<file path="src/rtl/mul_product_drain.sv">
// Buffers full-width multiplier products in a 2-deep FIFO and drains each one
// onto a half-width bus as a LO word followed by a HI word.
module mul_product_drain #(
  parameter int DATA_WIDTH = 32,
  parameter int CNT_WIDTH  = 8
) (
  input  logic                    clk,
  input  logic                    clr,
  input  logic [2*DATA_WIDTH-1:0] in_product,
  input  logic                    in_valid,
  output logic                    in_ready,
  output logic [DATA_WIDTH-1:0]   out_data,
  output logic                    out_valid,
  input  logic                    out_ready,
  output logic                    out_last,
  output logic [DATA_WIDTH-1:0]   hi_reg,
  output logic [DATA_WIDTH-1:0]   lo_reg,
  output logic [CNT_WIDTH-1:0]    done_count
);

  localparam int PW = 2 * DATA_WIDTH;

  typedef enum logic {
    PH_LO = 1'b0,
    PH_HI = 1'b1
  } phase_t;

  logic [PW-1:0]         mem_reg [0:1];
  logic [1:0]            count_reg, count_next;
  logic                  rd_ptr_reg, rd_ptr_next;
  logic                  wr_ptr_reg, wr_ptr_next;
  phase_t                phase_reg, phase_next;
  logic [DATA_WIDTH-1:0] hi_next, lo_next;
  logic [CNT_WIDTH-1:0]  done_next;
  logic [PW-1:0]         head;
  logic                  push, xfer, pop;

  assign in_ready  = (count_reg != 2'd2);
  assign out_valid = (count_reg != 2'd0);
  assign push      = in_valid && in_ready;
  assign xfer      = out_valid && out_ready;
  assign pop       = xfer && (phase_reg == PH_HI);
  assign head      = mem_reg[rd_ptr_reg];

  // Storage is left unreset; entries are only visible while count is non-zero.
  generate
    for (genvar gi = 0; gi < 2; gi++) begin : g_entry
      always_ff @(posedge clk) begin
        if (push && (wr_ptr_reg == 1'(gi))) begin
          mem_reg[gi] <= in_product;
        end
      end
    end
  endgenerate

  always_comb begin
    out_data = '0;
    out_last = 1'b0;
    if (out_valid) begin
      out_last = (phase_reg == PH_HI);
      out_data = (phase_reg == PH_HI) ? head[PW-1:DATA_WIDTH] : head[DATA_WIDTH-1:0];
    end
  end

  always_comb begin
    count_next  = count_reg;
    rd_ptr_next = rd_ptr_reg;
    wr_ptr_next = wr_ptr_reg;
    phase_next  = phase_reg;
    hi_next     = hi_reg;
    lo_next     = lo_reg;
    done_next   = done_count;

    if (push) begin
      wr_ptr_next = ~wr_ptr_reg;
    end

    case (phase_reg)
      PH_LO: begin
        if (xfer) begin
          phase_next = PH_HI;
        end
      end
      PH_HI: begin
        if (xfer) begin
          phase_next  = PH_LO;
          rd_ptr_next = ~rd_ptr_reg;
          hi_next     = head[PW-1:DATA_WIDTH];
          lo_next     = head[DATA_WIDTH-1:0];
          done_next   = done_count + CNT_WIDTH'(1);
        end
      end
      default: phase_next = PH_LO;
    endcase

    // Concurrent push and pop leave occupancy untouched.
    if (push && !pop) begin
      count_next = count_reg + 2'd1;
    end else if (pop && !push) begin
      count_next = count_reg - 2'd1;
    end
  end

  always_ff @(posedge clk or posedge clr) begin
    if (clr) begin
      count_reg  <= 2'd0;
      rd_ptr_reg <= 1'b0;
      wr_ptr_reg <= 1'b0;
      phase_reg  <= PH_LO;
      hi_reg     <= '0;
      lo_reg     <= '0;
      done_count <= '0;
    end else begin
      count_reg  <= count_next;
      rd_ptr_reg <= rd_ptr_next;
      wr_ptr_reg <= wr_ptr_next;
      phase_reg  <= phase_next;
      hi_reg     <= hi_next;
      lo_reg     <= lo_next;
      done_count <= done_next;
    end
  end

endmodule
</file>
<file path="config.mk">
export PLATFORM = sky130hd
export DESIGN_NAME = mul_product_drain
export DESIGN_NICKNAME = d
export VERILOG_FILES = /design/src/rtl/mul_product_drain.sv
export SDC_FILE = /design/constraint.sdc
export NUM_CORES = 1
export LEC_CHECK = 0
export CORE_MARGIN = 2
export CORE_UTILIZATION = 54
export DETAILED_ROUTE_END_ITERATION = 6
export MAX_ROUTING_LAYER = met4
export PLACE_DENSITY = 0.85
export SLEW_MARGIN = 20
export SYNTH_ARGS = -nofsm -noshare
export SYNTH_HDL_FRONTEND = slang
export SYNTH_SLANG_ARGS = --single-unit
</file>
<file path="constraint.sdc">
create_clock -name clk -period 6.23 [get_ports clk]
set_input_delay 1.246 -clock clk [delete_from_list [all_inputs] [get_ports clk]]
set_output_delay 1.246 -clock clk [all_outputs]
set_load 0.02 [all_outputs]
</file>
==> results.sh <==
export IMPL_final_max_slew_violation_count=0
export IMPL_drv_cap=0
export IMPL_postRouteAntennaNets=0
export IMPL_power_frac_seq_pct=36.9
export IMPL_wl_met1_mm=6.886
export IMPL_die_y_um=125.0
export IMPL_regArea_sq_mm=0.005774
export IMPL_io_pins=175
export IMPL_drc=0
export IMPL_max_vdd_ir_drop_v=0.0002665
export IMPL_synth_top_area_cell="edfxtp_1"
export IMPL_leakagePower_nw=3.990
export IMPL_vias=4809
export IMPL_crit_fanout=48
export IMPL_wl_mm=17.21
export IMPL_die_w_um=125.0
export IMPL_clkLatencyLatePin_ns=0.48
export IMPL_rr_worst_depth=5
export IMPL_wl_met3_mm=1.051
export IMPL_largest_register_ffs=128
export IMPL_ys_flop_type="edfxtp_1"
export IMPL_top_layer_used="met4"
export IMPL_synth_common_cells="edfxtp_1, dfrtp_1, nor2_1"
export IMPL_yosysUniqueCellTypes=29
export IMPL_grt_overflow=0
export IMPL_syn2layout_area_growth_pct=31.92
export IMPL_cts_buffers=21
export IMPL_wl_per_cell_um=19.69
export IMPL_fmax_mhz=232.4
export IMPL_htree_levels=1
export IMPL_switching_share_pct=36.44
export IMPL_synth_seq_cells=205
export IMPL_syn_area_per_cell_sq_um=15.73
export IMPL_dp_cells=837
export IMPL_cts_tree="yes"
export IMPL_die_area_sq_mm=0.01564
export IMPL_cp_arrival_ns=3.06
export IMPL_synth_most_common_cell="edfxtp_1"
export IMPL_final_setup_tns_ns=0
export IMPL_fin_nets=747
export IMPL_min_period_over_period_pct=69.06
export IMPL_cpPeakStageDelay_ns=0.96
export IMPL_clockPowerShare_pct=20.5
export IMPL_cts_path_max_buffers=3
export IMPL_skew_ns=0.007976
export IMPL_path_cells="buf_4 > mux2i_1 > o22ai_2 > clkdlybuf4s50_1"
export IMPL_first_pass_iters=5
export IMPL_grt_pass1_wl_mm=26.99
export IMPL_fillers=898
export IMPL_fin_hold_ws_ns=0.4870
export IMPL_yosys_top_cells_area="edfxtp_1, dfrtp_1, mux2i_1, a21oi_1, nor2_1"
export IMPL_start_util_pct=54.85
export IMPL_required_ns=4.98
export IMPL_route_met2_wl_mm=8.956
export IMPL_status="finished clean"
export IMPL_drive_gt1_share_pct=10.00
export IMPL_stdcell_count=874
export IMPL_ys_seq_area_share_pct=72.94
export IMPL_finalSetupViolations=0
export IMPL_core_region_area_sq_mm=0.01442
export IMPL_synth_edf_count=128
export IMPL_rsz0062_at_grt="no"
export IMPL_p_per_area_mw_per_mm2=582.7
export IMPL_postSynth_asyncResetShare_pct=37.56
export IMPL_cts_resized=0
export IMPL_clk_pin_slew_ns=0.06
export IMPL_hold_class="reg -> reg"
export IMPL_syn_nets=574
export IMPL_post_dp_hpwl_mm=11.12
export IMPL_p_sw_w=0.002216
export IMPL_timing_hold_violations_final=0
export IMPL_track_usage_pct=22.44
export IMPL_io_buffer_count=174
export IMPL_drt_initial_drc_count=358
export IMPL_worstHoldPathCells=1
export IMPL_yosysTopAreaCellShare_pct=48.58
export IMPL_place_gp_congestion=0.8308
export IMPL_final_min_clock_period_ns=4.302
export IMPL_netlist_instances=503
export IMPL_grt_start_max_net_pins=88
export IMPL_critPathLaunchType="flop"
export IMPL_multi_input_area_sq_mm=0.001927
export IMPL_endpoint_kind="output pin"
export IMPL_crit_slowest_cell="dfrtp_4"
export IMPL_ys_warn_count=0
export IMPL_num_rows=44
export IMPL_cts_root_buf="clkbuf_16"
export IMPL_tightest_slew_ns=0.9553
export IMPL_cts_sinks=205
export IMPL_p_comb_share_pct=42.6
export IMPL_cts_setup_buffers=0
export IMPL_syn_area_sq_mm=0.007911
export IMPL_ctsHoldBuffers=0
export IMPL_viasPerCell=5.502
export IMPL_antenna_found_initial=0
export IMPL_num_antenna_cells=0
export IMPL_intPower_w=0.003865
export IMPL_worstSetupPathType="reg -> out"
export IMPL_slew_headroom_pct=36.31
export IMPL_grt_pass1_vias=5134
placed cells by master (no fill, tap or decap), types with 2 or more instances in the layout:
| master | instances |
|---|---|
| nor2_1 | 66 |
| o22ai_2 | 20 |
| clkinv_2 | 4 |
| edfxtp_1 | 128 |
| nand2_1 | 4 |
| bufinv_16 | 3 |
| a21oi_1 | 64 |
| nand4_1 | 3 |
| clkbuf_16 | 21 |
| xnor2_1 | 6 |
| ha_1 | 2 |
| mux2i_1 | 64 |
| nor2_4 | 2 |
| xor2_1 | 6 |
| o22ai_1 | 7 |
| buf_4 | 5 |
| mux4_2 | 5 |
| clkdlybuf4s50_1 | 174 |
| inv_1 | 4 |
| nor2b_1 | 5 |
| dfrtp_1 | 76 |
| clkbuf_1 | 9 |
logic make-up (layout without fill, tap and decap cells):
logic type	count (synthesis)	after routing	share of synthesized area, %
buf+inv	35	222	3.068
simple gates	86	86	4.650
compound gates	92	92	7.876
mux	70	70	9.663
flops	205	205	72.94
xor+xnor	12	12	1.328
fa+ha+maj	3	3	0.4745
worst max-delay path: cells and delay by family, from the launching register on:
kind / cells / cell delay [ns]
AOI/OAI and AO/OA: 1 / 0.14
buffers and inverters: 2 / 1.09
DFF: 1 / 0.96
muxes: 1 / 0.36
final timing paths:
path | from | to | slack, ns
worst max register to register | count_reg[0]$_DFFE_PP0P_ | done_count[1]$_DFFE_PP0P_ | 3.41
worst min register to register | done_count[7]$_DFFE_PP0P_ | done_count[7]$_DFFE_PP0P_ | 0.49
worst max-delay path | rd_ptr_reg$_DFFE_PP0P_ | out_data[13] | 1.93
worst min-delay path | done_count[7]$_DFFE_PP0P_ | done_count[7]$_DFFE_PP0P_ | 0.49
min in group asynchronous | clr | hi_reg[7]$_DFFE_PP0P_ | 1.19
max in group asynchronous | clr | rd_ptr_reg$_DFFE_PP0P_ | 3.96
power groups by stage:
stage | combinational (W) | sequential (W) | clock (W)
global route | 0.00276 | 0.00229 | 0.00132
detailed placement | 0.00260 | 0.00226 | 0
floorplan | 0.00137 | 0.00239 | 0
finish | 0.00259 | 0.00224 | 0.00124
CTS | 0.00262 | 0.00225 | 0.00126
global placement | 0.00251 | 0.00224 | 0
layer usage:
layer / global-route usage [%] / vias up
met3: 3.851 / 30
met2: 37.66 / 190
met4: 5.948 / 0
met1: 28.76 / 2389
li1: - / 2200
met5: - / -
metrics by stage:
| stage | util, % | worst slack, ns | area, sq um | power (W) |
|---|---|---|---|---|
| 6_report | 72.35 | 1.928 | 10440 | 0.006081 |
| 3_3_place_gp | 67.46 | 2.462 | 9731 | 0.004746 |
| 5_1_grt | 72.35 | 1.758 | 10440 | 0.006372 |
| 3_5_place_dp | 67.65 | 2.418 | 9758 | 0.004865 |
| 4_1_cts | 72.35 | 1.870 | 10440 | 0.006126 |
| 2_1_floorplan | - | 1.727 | 7911 | 0.003765 |
cell type report:
cell class              count  area share, %
clock inverters             6          1.007
multi-input cells         263          18.46
repair buffers            180          17.31
inverters                   5         0.1918
well taps                 184          2.206
flip-flops and latches    205          55.33
clock buffers              31          5.491
(Power assumes the default switching activity.)
